## src/rtl/serial_adder.sv

```systemverilog
// Bit-serial adder: a single full_adder slice with a registered carry, one bit
// per clock LSB first, operands in and result out over valid/ready handshakes.

module full_adder (
  input  logic a,
  input  logic b,
  input  logic cin,
  output logic sum,
  output logic carry
);
  assign sum   = a ^ b ^ cin;
  assign carry = (a & b) | (cin & (a ^ b));
endmodule

module serial_adder #(
  parameter int WIDTH = 8
) (
  input  logic             clk,
  input  logic             rst,
  input  logic             in_valid,
  output logic             in_ready,
  input  logic [WIDTH-1:0] a,
  input  logic [WIDTH-1:0] b,
  input  logic             cin,
  output logic             out_valid,
  input  logic             out_ready,
  output logic [WIDTH-1:0] sum,
  output logic             cout
);

  localparam int CW = $clog2(WIDTH);
  localparam logic [CW-1:0] LAST = CW'(WIDTH - 1);

  typedef enum logic [1:0] {
    IDLE  = 2'd0,
    SHIFT = 2'd1,
    DONE  = 2'd2
  } state_t;

  state_t          state;
  state_t          state_next;
  logic [WIDTH-1:0] ra;
  logic [WIDTH-1:0] rb;
  logic [WIDTH-1:0] rs;
  logic             c;
  logic [CW-1:0]    cnt;
  logic             fa_sum;
  logic             fa_carry;

  full_adder u_fa (
    .a     (ra[0]),
    .b     (rb[0]),
    .cin   (c),
    .sum   (fa_sum),
    .carry (fa_carry)
  );

  // Next-state decode.
  always_comb begin
    state_next = state;
    case (state)
      IDLE: begin
        if (in_valid) state_next = SHIFT;
        else          state_next = IDLE;
      end
      SHIFT: begin
        if (cnt == LAST) state_next = DONE;
        else             state_next = SHIFT;
      end
      DONE: begin
        if (out_ready) state_next = IDLE;
        else           state_next = DONE;
      end
      default: state_next = IDLE;
    endcase
  end

  // State register; handshake flags are registered from the next state.
  always_ff @(posedge clk) begin
    if (rst) begin
      state     <= IDLE;
      in_ready  <= 1'b1;
      out_valid <= 1'b0;
    end else begin
      state     <= state_next;
      in_ready  <= (state_next == IDLE);
      out_valid <= (state_next == DONE);
    end
  end

  // Serial datapath; the result registers capture only on the final bit so
  // they hold steady through DONE and keep the last result while IDLE.
  always_ff @(posedge clk) begin
    if (rst) begin
      ra   <= {WIDTH{1'b0}};
      rb   <= {WIDTH{1'b0}};
      rs   <= {WIDTH{1'b0}};
      c    <= 1'b0;
      cnt  <= {CW{1'b0}};
      sum  <= {WIDTH{1'b0}};
      cout <= 1'b0;
    end else begin
      case (state)
        IDLE: begin
          if (in_valid) begin
            ra  <= a;
            rb  <= b;
            c   <= cin;
            cnt <= {CW{1'b0}};
          end
        end
        SHIFT: begin
          c   <= fa_carry;
          rs  <= {fa_sum, rs[WIDTH-1:1]};
          ra  <= {1'b0, ra[WIDTH-1:1]};
          rb  <= {1'b0, rb[WIDTH-1:1]};
          cnt <= cnt + CW'(1);
          if (cnt == LAST) begin
            sum  <= {fa_sum, rs[WIDTH-1:1]};
            cout <= fa_carry;
          end
        end
        default: begin
        end
      endcase
    end
  end

endmodule

```

## config.mk

```make
export PLATFORM = sky130hd
export DESIGN_NAME = serial_adder
export DESIGN_NICKNAME = d
export VERILOG_FILES = /design/src/rtl/serial_adder.sv
export SDC_FILE = /design/constraint.sdc
export NUM_CORES = 1
export LEC_CHECK = 0
export ABC_AREA = 1
export CAP_MARGIN = 20
export CORE_AREA = 4 4 66 68
export DETAILED_ROUTE_END_ITERATION = 8
export DIE_AREA = 0 0 70 72
export GPL_ROUTABILITY_DRIVEN = 0
export PLACE_DENSITY_LB_ADDON = 0.25
export SYNTH_ARGS = -nofsm -noshare
export SYNTH_HDL_FRONTEND = slang
export SYNTH_SLANG_ARGS = --single-unit
```

## constraint.sdc

```tcl
create_clock -name clk -period 2.31 [get_ports clk]
set_input_delay 0.462 -clock clk [delete_from_list [all_inputs] [get_ports clk]]
set_output_delay 0.462 -clock clk [all_outputs]
set_load 0.02 [all_outputs]
```

==> results of run 1 <==
[path summary, 6_finish.rpt]
check	to	slack (ps)	depth (start not counted)
max reg2reg	c	630	5
min	sum[2]	470	2
min reg2reg	sum[2]	470	2
max	sum[7]	610	1
[kinds of logic after synthesis]
family | Yosys count | share of synthesized area, %
and+or+nand+nor | 155 | 34.9
DFF | 40 | 44.3
buffers and inverters | 36 | 10.4
AOI/OAI and AO/OA | 26 | 7.82
adders and majority gates | 3 | 2.49
[registers in the layout, summed over array words and instances (netlist names)]
signal     cells
c              1
cnt            3
cout           1
in_ready       1
out_valid      1
ra             8
rb             8
rs             7
state          2
sum            8
[metrics by stage]
stage	util (%)	hold slack (ps)
global placement	54.8	453
detailed placement	54.8	454
floorplan	-	440
CTS	57.2	467
finish	57.2	467
global route	57.2	494
[power by group]
| part | leakage, nW | internal (mW) | switching [mW] |
|---|---|---|---|
| clock network | 0.0404 | 0.214 | 0.264 |
| registers | 0.328 | 0.732 | 0.0282 |
| logic | 0.591 | 0.0941 | 0.117 |
[layout make-up]
type / instances / area, um^2
Multi-Input combinational cell: 184 / 818
Sequential cell: 40 / 801
Clock inverter: 3 / 23.8
Tap cell: 50 / 62.6
Timing Repair Buffer: 37 / 355
Fill cell: 402 / 1650
Clock buffer: 5 / 68.8
Inverter: 20 / 77.6
[cell usage in the layout, fill, tap and decap left out, types with 2 or more instances in the layout]
cell and count:
o21ai_0 9, clkbuf_8 5, dfxtp_1 40, nand4_1 2
nand3_1 27, nor2_1 46, nand2_1 78, ha_1 2
clkinvlp_4 2, clkdlybuf4s50_1 31, inv_1 19, a21oi_1 16
buf_4 6
[routing by layer]
metal	vias to the layer above	part of all wire, %
met3	9	4.0
li1	864	-
met4	0	2.2
met1	710	48
met2	32	46
met5	-	0
==> impl_results.md, run 1 <==
* Ant. Diodes at 0
* CTS buffer count at 5
* First-pass GRT wire length at 6.74 mm
* Post_cts resized at 0
* M2 GR Usage at 26.9%
* Maxcap violations at 0
* Crit end category: output port
* GR Layer Usage met3 at 4.29%
* Area growth from synthesis to layout at 22.1%
* Gr usage total at 16.6%
* M1 GR Usage at 20.3%
* Vias/cell at 4.76
* Worst Max-Slew Pin Slew at 723 ps
* Initial antenna violation count at 0
* RSZ-0062 raised after global routing: no
* Die ar. at 5040 um^2
* TritonCTS Sinks at 40
* Reg2reg start: state[0]
* P_leak at 0.960 nW
* Root buf cell: clkbuf_8
* CTS tree: yes
* Initial Util at 46.9%
* Largest net degree at the start of global routing at 36
* Post-synth EDFFs at 0
* H-tree depth at 2
* IO Port Bufs at 31
* Skew-Pair Late Insertion Delay at 300 ps
* Slew headroom at 51.7%
* Slowest cell on crit path: clkdlybuf4s50_1
* Fin crit share at 73.7%
* IO Pins at 32
* Design Area, Final at 2210 um^2
* Worst vdd rail ir drop at 0.511 mV
* Hold-fix buffers, CTS at 0
* Busiest grt layer: met2
* Hpwl dp at 2.47 mm
* Post-Route Skew at 6.82 ps
* Syn_area_per_cell at 6.95 um^2
* Grt ovf at 0
* Area contributors post-synth: dfxtp_1 44%, nand2_1 16%, nor2_1 9.6%
* Placement Cell Area at 2110 um^2
* Tmin final at 1700 ps
* Total power at 1.45 mW
* Pre-antenna DRT Iters at 4
* Worst slack at placement at 527 ps
* Site Rows at 23
* Crit start category: flop
* Pwr Density at 656 nW/um^2
* TNS Setup at 0 ps
* Fmax at 0.587 GHz
* Initial DRC count at 89
* Hold path start: sum[2]
* Worst EP required at 1850 ps
* Crit-path leading delay family: buffers and inverters
* Cells along the critical path: clkdlybuf4s50_1
* Total of warnings raised by yosys at 0
* Share of synthesized registers carrying an async set or reset at 0%
* Hold Vio Cnt, Final at 0
* Synth cell count leaders: 78 x nand2_1, 46 x nor2_1, 40 x dfxtp_1
* Worst Setup SP: sum[7]
* Final setup margin at 607 ps
* Yosys reg bits at 40
* Post-Place Cells at 331
* Post-synth cell types at 18
* Mapped Area at 1810 um^2
* Synth top area share at 44.3%
* Worst path max stage delay at 600 ps
* Final WL at 3.76 mm
* Final ANT Viol Nets at 0
* Worst path bufs/invs at 1
* Layout net count at 312
* Total setup buffers inserted after CTS at 0
* Fin. max-slew vios at 0
* Die Span Y at 72 um
* DR WL/cell at 11.1 um
* Ratio of cells with drive above 1 in the final layout at 5.88%
* CP Class: flop to output port
* Setup-failing EPs final at 0
* Sequential-to-total area share from yosys stat at 44.3%
* Count leader, synth: nand2_1
* Worst-path clk slew at 80 ps
* Largest area contributor in the netlist: dfxtp_1
* Core area at 3860 um^2
* CTS max path bufs at 2
* CP Max Fanout at 2
* Post-synth top flop: dfxtp_1
* Non-Filler Instances at 339
* HP Class: flop to flop
* Status: completed
* Number of global-route vias before repair at 1582
* Syn Nets at 284
* Post-route DRC at 0
* Mapped Cells at 260
* DR vias at 1615
* Data arrival, critical path at 1240 ps
* Chip width at 70 um
No activity file was read; power rests on OpenSTA's default activity.
==> run 2: changes to the inputs <==
CORE_AREA = 4 4 68 70   (was 4 4 66 68)
DIE_AREA = 0 0 72 74   (was 0 0 70 72)
clock period = 1.4 ns   (was 2.31 ns; I/O delays follow)
==> run 2 against run 1 <==
Utilization is 1.2 points higher. Total power is 67% higher. Clock skew down 3.3 ps. First-iteration DRC count is the same. Register-to-register slack worse by 540 ps. Non-clock buffer count increased by 13. Worst hold slack worse by 7.1 ps. Largest power group unchanged.
==> impl_results.md, run 2 (synthesized netlist as in run 1, its figures left out) <==
* RSZ-0062 raised after global routing: no
* Crit end category: flop
* Maxcap violations at 0
* Initial antenna violation count at 0
* CTS buffer count at 5
* Post-route DRC at 0
* WL met1 at 1.83 mm
* Hold Vio Cnt, Final at 0
* Vias/cell at 4.67
* Crit start category: flop
* Tmin final at 1310 ps
* First-pass GRT wire length at 6.40 mm
* DR WL/cell at 10.7 um
* CP Class: flop to flop
* Core area at 3970 um^2
* Worst vdd rail ir drop at 0.557 mV
* Die ar. at 5330 um^2
* Fin Hold WS at 460 ps
* FF/Latch Area at 801 um^2
* Cells along the critical path: ha_1 -> ha_2 -> nand3_2 -> buf_4 -> nand2_1 -> a21oi_1
* Slew headroom at 86.0%
* Pwr Density at 1040 nW/um^2
* IO Pins at 32
* Status: completed
* Highest metal used: met4
* Gr usage total at 15.2%
* Ratio of cells with drive above 1 in the final layout at 10.3%
* Site Rows at 23
* Worst path bufs/invs at 1
* DR vias at 1644
* Multi-input gate area at 826 um^2
* Most common cell after layout, fill and taps aside: nand2_1
* Data arrival, critical path at 1480 ps
* Largest net degree at the start of global routing at 30
* Initial Util at 45.5%
* IO Port Bufs at 31
* H-tree depth at 2
* Worst path max stage delay at 360 ps
* Worst-path clk slew at 70 ps
* Placement Cell Area at 2240 um^2
* Post-Route Skew at 3.55 ps
* Die Span Y at 74 um
* Root buf cell: clkbuf_8
* Pre-antenna DRT Iters at 4
* Worst Max-Slew Pin Slew at 211 ps
* Biggest regs: ra: 8 flops, rb: 8 flops, sum: 8 flops
* CTS max path bufs at 2
* Initial DRC count at 89
* Area growth from synthesis to layout at 28.4%
* Chip width at 72 um
* P_leak at 1.08 nW
* Hpwl dp at 2.69 mm
* Total power at 2.42 mW
* Ant. Diodes at 0
* Filler Cell Count at 381
* HP Class: flop to flop
* Crit-path leading delay family: adder cells
* TritonCTS Sinks at 40
* Fin crit share at 93.4%
* Number of global-route vias before repair at 1547
* CTS tree: yes
* Skew-Pair Late Insertion Delay at 280 ps
* Met2 WL at 1.77 mm
* Fin. max-slew vios at 0
* Met3 Wirelength at 107 um
* Slowest cell on crit path: dfxtp_1
* Most frequent cells in the layout: 78 x nand2_1, 46 x nor2_1, 40 x dfxtp_1
* Worst EP required at 1580 ps
* CP Max Fanout at 7
* Final ANT Viol Nets at 0
* Grt ovf at 0
* Final WL at 3.76 mm
* Design Area, Final at 2320 um^2
* Worst slack at placement at 16.5 ps
* Fmax at 0.765 GHz
* Layout net count at 325
* Final setup margin at 93.0 ps
* TNS Setup at 0 ps
* Hold-fix buffers, CTS at 0
* Setup-failing EPs final at 0
run 2: tightest hold or removal path, delay by kind of cell, from the launching register on:
family / cells / cell delay, ps
compound gates: 1 / 50
flops: 1 / 310
simple gates: 1 / 60
run 2: final timing paths:
path	endpoint	slack, ps	cells past startpoint	start
max reg2reg	sum[3]	90	6	cnt[0]
min reg2reg	sum[0]	460	2	sum[0]
max	sum[3]	90	6	cnt[0]
min	sum[0]	460	2	sum[0]
run 2: repair_timing:
item / in CTS / in global routing
setup endpoints to repair: 11 / 12
gates resized for setup: 11 / 3
buffers inserted: 0 / 0
run 2: per-layer routing:
layer  global-route usage (%)  vias to the layer above
met2                     25.4                       17
met4                     6.26                        0
met3                     2.84                        5
met5                        0                        -
li1                         -                      890
met1                     19.5                      732
run 2: stage by stage:
| stage | instances | util, % |
|---|---|---|
| finish | 352 | 58.4 |
| global route | 352 | 58.4 |
| CTS | 352 | 58.3 |
| detailed placement | 344 | 56.3 |
| global placement | 344 | 56.3 |
| floorplan | 260 | - |
run 2: cell type report:
| class | count | share of cell area, % |
|---|---|---|
| Timing Repair Buffer | 50 | 20.0 |
| Clock buffer | 8 | 3.88 |
| Tap cell | 50 | 2.70 |
| Inverter | 20 | 3.34 |
| Sequential cell | 40 | 34.5 |
| Multi-Input combinational cell | 184 | 35.6 |
run 2: power by group:
part,leakage (nW),switching [mW],internal (mW)
Sequential,0.328,0.0428,1.21
Combinational,0.704,0.205,0.190
Clock,0.0455,0.374,0.402
Total,1.08,0.621,1.80
==> run 3: changes to the inputs <==
SYNTH_HIERARCHICAL = 1   (was unset)
==> run 3 against run 2 <==
Non-clock buffer count shrank 2. Largest power group unchanged. Critical endpoint is now in_ready. Total power increased by 6.0%. Worst hold slack better by 1.1 ps. Highest routed layer unchanged. Clock skew increased by 4.0 ps.
==> impl_results.md, run 3 <==
* Reg2Reg Depth at 6
* Critical Path Most Common Cell: ha_1
* Die ar. at 5330 um^2
* Slew headroom at 85.8%
* Worst hold endpoint: sum[5]
* Syn Nets at 284
* Mapped Cells at 260
* CTS buffer count at 5
* Synth cell count leaders: 78 x nand2_1, 46 x nor2_1, 40 x dfxtp_1
* Hold Vio Cnt, Final at 0
* Total power at 2.57 mW
* P_leak at 1.08 nW
* Post-synth cell types at 18
* Fin. max-slew vios at 0
* Reg2reg setup slack at 100 ps
* Cells along the critical path: ha_1 -> ha_1 -> nand3_1 -> buf_4 -> nand2_1 -> o21ai_0
* CTS max path bufs at 2
* Final ANT Viol Nets at 0
* Mapped Area at 1810 um^2
* Crit end category: flop
* Worst vdd rail ir drop at 0.524 mV
* Largest net degree at the start of global routing at 27
* Filler Cell Count at 388
* TritonCTS Sinks at 40
* Initial DRC count at 99
* Area growth from synthesis to layout at 28.2%
* Pwr Density at 1110 nW/um^2
* Most frequent cells in the layout: 78 x nand2_1, 46 x nor2_1, 40 x dfxtp_1
* Hold-critical path depth at 2
* First-pass GRT wire length at 6.41 mm
* Most common cell after layout, fill and taps aside: nand2_1
* M2 GR Usage at 24.3%
* Crit start category: flop
* Total of warnings raised by yosys at 6
* Busiest grt layer: met2
* CP Class: flop to flop
* Largest area contributor in the netlist: dfxtp_1
* Initial Util at 45.6%
* Worst path max stage delay at 320 ps
* IO Port Bufs at 31
* Data arrival, critical path at 1510 ps
* Syn_area_per_cell at 6.96 um^2
* GR Layer Usage met3 at 4.05%
* Final WL at 3.73 mm
* Worst EP required at 1610 ps
* Grt ovf at 0
* Maxcap violations at 0
* Post-synth EDFFs at 0
* Skew-Pair Late Insertion Delay at 290 ps
* Die Span Y at 74 um
* Slowest cell on crit path: dfxtp_1
* Gr usage total at 15.2%
* Post-Route Skew at 7.53 ps
* Hpwl dp at 2.62 mm
* Tmin final at 1300 ps
* Share of synthesized registers carrying an async set or reset at 0%
* Pre-antenna DRT Iters at 4
* Vias/cell at 4.59
* IO Pins at 32
* Hold path start: sum[5]
* Crit-path leading delay family: adder cells
* Worst path bufs/invs at 1
* Ratio of cells with drive above 1 in the final layout at 9.33%
* Synth top area share at 44.3%
* Biggest regs: ra: 8 flops, rb: 8 flops, sum: 8 flops
* Post-route DRC at 0
* CP Max Fanout at 12
* Reg2reg start: cnt[0]
* R2R Path End: in_ready
* CTS tree: yes
* Post-synth top flop: dfxtp_1
* Area contributors post-synth: dfxtp_1 44%, nand2_1 16%, nor2_1 9.5%
* Fin crit share at 93.0%
* Core area at 3970 um^2
* Layout net count at 323
* Number of global-route vias before repair at 1448
* Chip width at 72 um
* Setup-failing EPs final at 0
* Yosys reg bits at 40
* Worst Max-Slew Pin Slew at 213 ps
* DR WL/cell at 10.6 um
* Final Util at 58.4%
* Worst Setup SP: cnt[0]
* DR vias at 1606
* HP Class: flop to flop
* Sequential-to-total area share from yosys stat at 44.3%
* Initial antenna violation count at 0
* M1 GR Usage at 20.2%
* Root buf cell: clkbuf_8
* Fmax at 0.768 GHz
* Ant. Diodes at 0
* Site Rows at 23
* Status: completed
* H-tree depth at 2
* Count leader, synth: nand2_1
* Hold-fix buffers, CTS at 0
* Worst-path clk slew at 80 ps
==> run 3: area by class of cell <==
class	instances	area [um^2]	share of cell area [%]
multi-input combinational	184	818	35.3
clock inverter	3	42.5	1.83
inverter	20	77.6	3.34
timing repair buffer	48	449	19.4
sequential	40	801	34.5
clock buffer	5	68.8	2.97
tap	50	62.6	2.70
==> run 3: tightest hold or removal path, stage by stage (launching register included) <==
cell     delay [ps]
dfxtp_1         310
nand2_1          60
a21oi_1          50
==> run 3: layer usage <==
layer  part of all wire (%)  vias up
met4                    1.4        0
met5                      0        -
met1                     49      694
met3                    4.1        7
li1                       -      885
met2                     45       20
==> run 3: where the power goes <==
part           total [mW]  internal [mW]  switching, mW
Combinational       0.396          0.190          0.206
Sequential           1.25           1.21         0.0405
Clock               0.921          0.527          0.394
==> run 3: kinds of logic (layout without fill, tap and decap cells) <==
family          Yosys count  in the layout  synth area share, %
buf+inv                  36             76                 10.5
simple gates            155            155                 34.9
flops                    40             40                 44.3
fa+ha+maj                 3              3                 2.49
compound gates           26             26                 7.81
==> run 3: worst max path at each step <==
stage / cells after the start / to
2_1_floorplan: 6 / in_ready
3_3_place_gp: 6 / rb[5]
3_5_place_dp: 6 / ra[4]
4_1_cts: 6 / in_ready
5_1_grt: 6 / in_ready
6_report: 6 / in_ready
==> run 3: stage by stage <==
| step | instances | TNS [ps] | cell area (um^2) | worst slack (ps) | hold WS [ps] |
|---|---|---|---|---|---|
| after detailed placement | 340 | -9.64 | 2190 | -6.86 | 454 |
| after global placement | 340 | 0 | 2190 | 8.59 | 455 |
| final | 350 | 0 | 2320 | 97.5 | 461 |
| after CTS | 348 | 0 | 2290 | 112 | 463 |
| after global routing | 350 | -29.9 | 2320 | -29.9 | 480 |
| after floorplan | 260 | 0 | 1810 | 162 | 440 |
==> run 3: timing repair <==
action                                  CTS  global route
endpoints found under the setup margin   11             1
hold endpoints to repair                  0             0
resized for setup                        11             0
setup buffers                             0             2
pin swaps                                 0             1
